### config.mk
export PLATFORM = sky130hd
export DESIGN_NAME = seq_arith_unit
export DESIGN_NICKNAME = d
export VERILOG_FILES = /design/src/rtl/seq_arith_pkg.sv /design/src/rtl/seq_arith_control.sv /design/src/rtl/seq_arith_unit.sv
export SDC_FILE = /design/constraint.sdc
export NUM_CORES = 1
export LEC_CHECK = 0
export BUFFER_PORTS_ARGS = -buffer_cell sky130_fd_sc_hd__buf_4
export CORE_MARGIN = 5
export CORE_UTILIZATION = 50
export DETAILED_ROUTE_END_ITERATION = 6
export PLACE_DENSITY_LB_ADDON = 0.1
export SLEW_MARGIN = 20
export SYNTH_ARGS = -nofsm -noshare
export SYNTH_HDL_FRONTEND = slang
export SYNTH_SLANG_ARGS = --single-unit
### constraint.sdc
create_clock -name clk -period 4.4 [get_ports clk]
set_input_delay 1.32 -clock clk [delete_from_list [all_inputs] [get_ports clk]]
set_output_delay 1.32 -clock clk [all_outputs]
set_load 0.02 [all_outputs]
### src/rtl/seq_arith_pkg.sv
// seq_arith_pkg: shared state encoding and mode constants for the sequential arithmetic unit
package seq_arith_pkg;
  typedef enum logic [1:0] {S_LOAD, S_COMPUTE, S_DONE} state_t;
  localparam logic MODE_ADD = 1'b0;
  localparam logic MODE_MUL = 1'b1;
endpackage

### src/rtl/seq_arith_control.sv
// seq_arith_control: load/compute/done FSM with iteration counter and datapath enables
module seq_arith_control
  import seq_arith_pkg::*;
#(
  parameter int WIDTH = 8
) (
  input  logic clk,
  input  logic reset,
  input  logic inputdata_ready,
  input  logic result_ack,
  input  logic mode,
  output logic loaddata,
  output logic busy,
  output logic result_valid,
  output logic load,
  output logic step,
  output logic capture,
  output logic mode_q
);
  localparam int CNT_W = $clog2(WIDTH + 1);
  state_t state, state_n;
  logic [CNT_W-1:0] cnt;
  assign loaddata     = state == S_LOAD;
  assign busy         = state == S_COMPUTE;
  assign result_valid = state == S_DONE;
  assign load    = loaddata && inputdata_ready;
  assign step    = busy && mode_q == MODE_MUL;
  assign capture = busy && (mode_q == MODE_ADD || cnt == CNT_W'(WIDTH - 1));
  always_comb begin
    state_n = S_LOAD;
    state_n = state == S_LOAD    ? (inputdata_ready ? S_COMPUTE : S_LOAD) :
              state == S_COMPUTE ? (capture ? S_DONE : S_COMPUTE) :
              state == S_DONE    ? (result_ack ? S_LOAD : S_DONE) : S_LOAD;
  end
  always_ff @(posedge clk) begin
    if (reset) begin
      state  <= S_LOAD;
      cnt    <= '0;
      mode_q <= MODE_ADD;
    end else begin
      state  <= state_n;
      cnt    <= load ? '0 : step ? cnt + 1'b1 : cnt;
      mode_q <= load ? mode : mode_q;
    end
  end
endmodule

### src/rtl/seq_arith_unit.sv
// seq_arith_unit: unsigned add (1 cycle) or shift-add multiply (WIDTH cycles) with valid/ack handshake
module seq_arith_unit
  import seq_arith_pkg::*;
#(
  parameter int WIDTH = 8
) (
  input  logic             clk,
  input  logic             reset,
  input  logic             inputdata_ready,
  input  logic             mode,
  input  logic [WIDTH-1:0] operand_a,
  input  logic [WIDTH-1:0] operand_b,
  output logic             loaddata,
  output logic             busy,
  output logic [2*WIDTH-1:0] result,
  output logic             result_valid,
  input  logic             result_ack
);
  logic load, step, capture, mode_q;
  logic [2*WIDTH-1:0] a_reg, acc, acc_sum, sum;
  logic [WIDTH-1:0] b_reg;
  seq_arith_control #(.WIDTH(WIDTH)) u_ctrl (
    .clk(clk),
    .reset(reset),
    .inputdata_ready(inputdata_ready),
    .result_ack(result_ack),
    .mode(mode),
    .loaddata(loaddata),
    .busy(busy),
    .result_valid(result_valid),
    .load(load),
    .step(step),
    .capture(capture),
    .mode_q(mode_q)
  );
  assign acc_sum = acc + (b_reg[0] ? a_reg : '0);
  assign sum     = a_reg + {{WIDTH{1'b0}}, b_reg};
  always_ff @(posedge clk) begin
    if (reset) begin
      a_reg  <= '0;
      b_reg  <= '0;
      acc    <= '0;
      result <= '0;
    end else begin
      if (load) begin
        a_reg <= {{WIDTH{1'b0}}, operand_a};
        b_reg <= operand_b;
        acc   <= '0;
      end else if (step) begin
        a_reg <= a_reg << 1;
        b_reg <= b_reg >> 1;
        acc   <= acc_sum;
      end
      if (capture) result <= mode_q == MODE_MUL ? acc_sum : sum;
    end
  end
endmodule

== Yosys cells after proc, flatten, opt, wreduce, memory -nomap -nowiden ==
Index checks and enable logic that the tools add are counted.

* Word-level logic and storage cells: 34
* Memories kept: 0
* Output and inout port bits: 19
* ROM bits: 0
* Bits in writable memories: 0
* Latch bits: 0
* Bits in registers: 63

* $add $sub $neg: 3
* Reductions and logical operators: 7
* Equality and inequality tests: 3
* Multipliers: 0
* Order comparisons: 0
* Bitwise operators: 1
* Shift-type cells: 0
* Div/mod/pow operators: 0
* Muxes and demuxes: 12

{| class="wikitable"
|+ Operators with widths
! kind !! count
|-
| 2-to-1 mux 16 bit || 2
|-
| 2-to-1 mux 8 bit || 4
|-
| adder 16 bit || 1
|-
| adder 16 x 8 -> 16 bit || 1
|-
| 2-to-1 mux 2 bit || 5
|-
| adder 4 x 1 -> 4 bit, second input constant || 1
|-
| equality test 4 x 3 -> 1 bit, second input constant || 1
|-
| logical AND 1 bit || 3
|-
| equality test 2 x 1 -> 1 bit, second input constant || 1
|-
| equality test 2 bit, second input constant || 1
|-
| zero test 2 bit || 1
|-
| nonzero test 2 bit || 1
|-
| OR reduction 2 bit || 1
|-
| logical OR 1 bit || 1
|-
| 2-to-1 mux 1 bit || 1
|-
| NOT 1 bit || 1
|}

== Depth between registers and ports, before layout ==
Gate-level depths: netlist of run 1.

* Word-level depth: 6
* Mapped depth: 10

== Hierarchy ==
From an unflattened synthesis of run 1, not the netlist that was laid out.

* Cell total of the unflattened synthesis: 486
* Area total of the unflattened synthesis: 4007.6 um^2

{| class="wikitable"
|+ By module, submodules not included
! module !! seq. area each (um^2) !! cells each !! instances !! area each (um^2)
|-
| seq_arith_unit || 1121.1 || 451 || 1 || 3687.3
|-
| seq_arith_control || 140.1 || 35 || 1 || 320.3
|}

== Least setup slack after synthesis of run 1 ==
Ideal clock, no wire load.

* Kind: flip-flop to flip-flop
* Start point: register b_reg[0]
* End point: register result[14]
* Library setup time: 128 ps
* Period minus slack after synthesis: 2554 ps
* Data required time: 4272 ps
* Buffers on the path: 0
* Stages on the path, launching flop included: 11
* Arrival time: 2427 ps
* Slack: 1846 ps
* Cells stage by stage: dfxtp_1 ha_1 ha_1 fa_1 a21o_1 a221oi_2 o211ai_2 a31oi_2 xnor2_1 a222oi_1 nor2_1

* Word-level cells in the longest chain between the ends: 3
* Elaborated cells between the ends (all ways): 4

{| class="wikitable"
|+ Ends and longest elaborated chain
! item !! line !! text
|-
| from (decl) || seq_arith_unit.sv:21 || <nowiki>logic [WIDTH-1:0] b_reg;</nowiki>
|-
| from (signal assigned) || seq_arith_unit.sv:47 || <nowiki>b_reg <= operand_b;</nowiki>
|-
| from (signal assigned) || seq_arith_unit.sv:51 || <nowiki>b_reg <= b_reg >> 1;</nowiki>
|-
| 2-to-1 mux 16 bit || seq_arith_unit.sv:36 || <nowiki>assign acc_sum = acc + (b_reg[0] ? a_reg : '0);</nowiki>
|-
| adder 16 bit || seq_arith_unit.sv:36 ||
|-
| 2-to-1 mux 16 bit * || seq_arith_unit.sv:54 || <nowiki>if (capture) result <= mode_q == MODE_MUL ? acc_sum : sum;</nowiki>
|-
| to (signal assigned) || seq_arith_unit.sv:54 ||
|-
| to (decl) || seq_arith_unit.sv:15 || <nowiki>output logic [2*WIDTH-1:0] result,</nowiki>
|}

Mark *: on every way between the ends. The rest lies on a longest branch, timed or not.
A chain may end at the register's enable or synchronous reset.

== Worst setup path after layout of run 1 ==
Ends and elaborated chain as after synthesis.

==> impl_results.md, run 1 <==
* Status: completed
* Most frequent cells in the layout: nand2_1, dfxtp_1, a21oi_1
* Routed WL at 9.204 mm
* Clock skew at 5.401 ps
* WP data arrival at 3180 ps
* CTS Hold Bufs at 0
* Fin crit period at 2963 ps
* Lkg Pwr at 1.779 nW
* Critical path class: reg2reg
* Pwr Density at 329.9 nW/um2
* Vias in the first global route at 3056
* Startpoint type of the worst setup path: flip-flop
* Max Cap Viol at 0
* Clock sinks at 63
* Slew headroom at 0.5740
* CTS resizes at 0
* Fin. max-slew vios at 0
* CTS tree: yes
* Antenna cells at 0
* First-pass GRT wire length at 15.14 mm
* I/O Buffers at 39
* Ys async rst share at 0
* CTS Buf Count at 9
* Number of synthesized flops with an enable pin at 0
* Via density at 5.648
* Sequential fraction of the synthesis area at 0.3458
* VDD IR max at 189.5 uV
* Hold Path Class: reg2reg
* Area Overhead vs Synth at 16.16%
* Fin nets at 539
* Initial Utilization at 0.5083
* Total gr overflow at 0
* Chip width at 95.41 um
* Initial antenna violation count at 0
* Gr usage total at 0.2120
* Measured slew at the worst slew-check pin at 637.4 ps
* TritonRoute pass-1 iters at 5
* Mapped Area at 3647 um2
* Setup violators final at 0
* Syn Nets at 508
* DR WL/cell at 15.44 um
* Final Hold Violating Endpoints at 0
* Die area at 9102 um2
* Clk_lat worst skew at 340 ps
* Critical path capture point type: flip-flop
* Final Instance Area at 4237 um2
* DR iter-0 viols at 278
* Ys Warns at 0
* Crit Path Max Fanout at 17
* Clk slew on worst S/H paths at 80 ps
* Final ANT Viol Nets at 0
* IO Count at 40
* Standard-cell rows at 31
* Layout cells sized above 1 at 0.1429
* Placer Congestion at 0.8617
* Netlist cell types at 48
* Cell Area, Placed at 4015 um2
* Synth Instances at 461
* Hpwl dp at 6.517 mm
* Seq cells post-synth at 63
* # DRC at 0
* Core Footprint at 7176 um2
* Clock Tree Buf Depth at 2
* Root Driver: clkbuf_8
* RSZ-0062 raised after global routing: no
* Crit path required time at 4620 ps
* Clock H-tree levels at 3
* Commonest non-fill, non-tap cell in the layout: nand2_1
* Tcrit/Tclk final at 0.6734
* Largest net degree at the start of global routing at 42
* Post-CTS setup buffers at 0
* Synthesized area per cell at 7.912 um2
* Max Freq at 337.5 MHz
* Die Ht at 95.41 um
* Fin Setup TNS at 0 ps
* Main synth FF type: dfxtp_1
* Vias post-DR at 3366
-- synthesized netlist by cell type, types with 2 or more instances --
master	number	area [um2]
a211oi_1	7	52.55
a21boi_0	3	22.52
a21o_1	5	37.54
a21oi_1	50	250.2
a222oi_1	2	20.02
a22oi_1	3	22.52
a311oi_1	3	26.28
a31oi_1	3	18.77
and2_1	19	118.9
and3_1	5	31.28
buf_1	3	11.26
clkbuf_1	21	78.83
dfxtp_1	63	1261
fa_1	2	40.04
ha_1	24	300.3
inv_1	6	22.52
mux2i_1	2	20.02
nand2_1	74	277.8
nand2b_1	6	37.54
nand3_1	8	40.04
nand3b_1	4	30.03
nand4_1	4	25.02
nor2_1	47	176.4
nor2b_1	3	18.77
nor3_1	13	65.06
o211ai_1	4	30.03
o211ai_2	2	25.02
o21a_1	2	15.01
o21ai_0	10	50.05
o21ai_1	2	10.01
o22ai_1	14	87.58
or2_2	2	12.51
or4_1	2	15.01
xnor2_1	11	96.34
xor2_1	19	166.4
-- worst max-delay path, cell delays in order, from the launching register on --
cell      delay [ps]
dfxtp_1          460
ha_1             290
ha_1             220
fa_1             420
a21o_1           230
a221oi_2         350
o211ai_2         180
a31oi_2          210
xnor2_1          110
a222oi_1         320
nor2_1            60
-- final cells by class --
| cell class | instances | area [um2] |
|---|---|---|
| fillers | 653 | 2939 |
| multi-input cells | 368 | 2277 |
| flip-flops and latches | 63 | 1261 |
| repair buffers | 44 | 330.3 |
| clock buffers | 9 | 123.9 |
| well taps | 99 | 123.9 |
| clock inverters | 7 | 97.59 |
| inverters | 6 | 22.52 |
-- cell families (layout without fill, tap and decap cells) --
logic type | Yosys count | count (layout) | synth area share
AND/OR/NAND/NOR | 190 | 190 | 0.2398
AO/OA/AOI/OAI | 120 | 120 | 0.2127
flip-flops | 63 | 63 | 0.3458
XOR/XNOR | 30 | 30 | 0.07204
buffers and inverters | 30 | 66 | 0.03088
adder cells (fa/ha/maj) | 26 | 26 | 0.09331
multiplexers | 2 | 2 | 0.005489
-- worst paths after layout --
path,slack [ps],depth (start not counted),startpoint,endpoint
worst max-delay path,1440,10,b_reg[0],result[14]
worst min-delay path,460,2,acc[9],acc[9]
worst max register to register,1440,10,b_reg[0],result[14]
worst min register to register,460,2,acc[9],acc[9]
-- through the flow --
step                setup slack, ps  hold slack [ps]  instances  total power, mW    util
floorplan                      1846            436.2        461           0.7713       -
global placement               1495            447.3        580           0.8422  0.5595
detailed placement             1474            450.8        580           0.8459  0.5595
CTS                            1462            460.8        596            1.406  0.5904
global route                   1131            474.2        596            1.459  0.5904
finish                         1437            460.1        596            1.398  0.5904
-- report_power, final --
part / switching (mW) / internal [mW]
Clock: 0.244 / 0.320
Sequential: 0.0250 / 0.595
Combinational: 0.128 / 0.0855
-- per-layer routing --
metal  track usage  share of wire  up-vias
met5             0              0        -
met4       0.06517          0.014        0
li1              -              -     1687
met2        0.3143           0.43      116
met3       0.03710          0.065       11
met1        0.3122           0.49     1552
No activity file was read; power rests on OpenSTA's default activity.
==> run 2: changes to the inputs <==
==> constraint.sdc (replaced) <==
create_clock -name clk -period 2.9 [get_ports clk]
set_input_delay 0.87 -clock clk [delete_from_list [all_inputs] [get_ports clk]]
set_output_delay 0.87 -clock clk [all_outputs]
set_load 0.02 [all_outputs]
==> run 2 against run 1 <==
Net effect: sequential share of layout area is 0.18 points lower; sequential cell count stayed put; count of clock-buffer cells in the layout stayed put; first-iteration DRC count is 22% lower; design area is 0.62% higher; via count is 0.98% higher; worst hold slack worse by 2.2 ps; combinational power is 55% higher; sequential power is 52% higher; largest power group unchanged.
==> impl_results.md, run 2 (synthesis gave the netlist of run 1 again) <==
* VDD IR max at 287.8 uV
* Post-Place Setup Slack at 47.30 ps
* Fin util at 0.5941
* First-pass GRT wire length at 15.83 mm
* Clk slew on worst S/H paths at 70 ps
* Critical path class: reg2reg
* Critical path capture point type: flip-flop
* TritonRoute pass-1 iters at 4
* Root Driver: clkbuf_8
* Area Overhead vs Synth at 16.88%
* Max Cap Viol at 0
* Fin crit period at 2704 ps
* Hpwl dp at 7.011 mm
* Clock sinks at 63
* DR iter-0 viols at 218
* Tcrit/Tclk final at 0.9325
* Chip width at 95.41 um
* Final Hold Violating Endpoints at 0
* Setup WS post-layout at 195.9 ps
* Initial Utilization at 0.5083
* Initial antenna violation count at 0
* Fin Setup TNS at 0 ps
* Fin nets at 544
* Hold Path Class: reg2reg
* Clock Tree Buf Depth at 2
* Pwr Density at 479.0 nW/um2
* Placer Congestion at 0.8330
* Most frequent cells in the layout: nand2_1, dfxtp_1, a21oi_1, buf_4, nor2_1
* Dpl cells at 584
* Final ANT Viol Nets at 0
* Largest net degree at the start of global routing at 41
* Clock skew at 6.821 ps
* Via density at 5.656
* RSZ-0062 raised after global routing: no
* Standard-cell rows at 31
* WP data arrival at 2920 ps
* Clk_lat worst skew at 340 ps
* Layout cells sized above 1 at 0.1534
* Clock H-tree levels at 3
* Crit path required time at 3120 ps
* Fillcell total at 662
* Core Footprint at 7176 um2
* I/O Buffers at 39
* Fin. max-slew vios at 0
* Antenna cells at 0
* Startpoint type of the worst setup path: flip-flop
* CTS Buf Count at 9
* DR WL/cell at 16.01 um
* Hold WS at 457.9 ps
* Vias post-DR at 3399
* Lkg Pwr at 1.788 nW
* Setup violators final at 0
* Max Freq at 369.8 MHz
* Routed WL at 9.621 mm
* # DRC at 0
* CTS Hold Bufs at 0
* Measured slew at the worst slew-check pin at 557.7 ps
* Die area at 9102 um2
* Status: completed
* CTS tree: yes
* Vias in the first global route at 3221
* Slew headroom at 0.6273
* Crit Path Max Fanout at 3
* Total gr overflow at 0
* IO Count at 40
* Die Ht at 95.41 um
* Non-filler instance count after layout at 601
* Gr usage total at 0.2236
* Commonest non-fill, non-tap cell in the layout: nand2_1
[run 2: cell types whose count changed in the layout (fill, tap and decap cells not counted), sizes merged]
cell    before  now
bufinv       2    1
inv          6    7
buf         44   49
[run 2: metal layers]
metal	wire length, um	global-route usage	vias to the layer above
met5	0	0	-
met4	119	0.08175	0
met3	501	0.03552	11
met2	4396	0.3417	70
met1	4604	0.3176	1608
li1	-	-	1710
[run 2: power breakdown]
part	switching, mW	internal [mW]
registers	0.0377	0.903
logic	0.197	0.134
clock network	0.372	0.398
total	0.607	1.44
[run 2: worst paths after layout]
kind	startpoint	to	slack (ps)	depth (start not counted)
hold / removal	acc[8]	acc[8]	460	2
setup reg to reg	a_reg[0]	result[14]	200	10
setup / recovery	a_reg[0]	result[14]	200	10
hold reg to reg	acc[8]	acc[8]	460	2
[run 2: cell type report]
| cell class | count | area [um2] | share of cell area |
|---|---|---|---|
| multi-input cells | 368 | 2291 | 0.5374 |
| flip-flops and latches | 63 | 1261 | 0.2959 |
| repair buffers | 49 | 367.9 | 0.08629 |
| clock buffers | 9 | 123.9 | 0.02906 |
| well taps | 99 | 123.9 | 0.02906 |
| clock inverters | 7 | 72.57 | 0.01702 |
| inverters | 6 | 22.52 | 0.005283 |
[run 2: per-stage QoR]
| step | power, mW | instance area [um2] |
|---|---|---|
| CTS | 2.054 | 4242 |
| global route | 2.132 | 4263 |
| floorplan | 1.170 | 3647 |
| finish | 2.042 | 4263 |
| global placement | 1.283 | 4045 |
| detailed placement | 1.290 | 4045 |
[run 2: what timing repair did]
item | CTS | global route
setup buffers | 0 | 1
setup endpoints to repair | 0 | 3
gates resized for setup | 0 | 2
[run 2: critical path, cell delays in order (launching register included)]
cell and delay, ps:
dfxtp_1 330, ha_1 230, ha_1 220, fa_2 370
a21o_1 230, a221oi_4 320, o211ai_2 160, a31oi_2 230
xnor2_1 110, a222oi_1 310, nor2_1 70
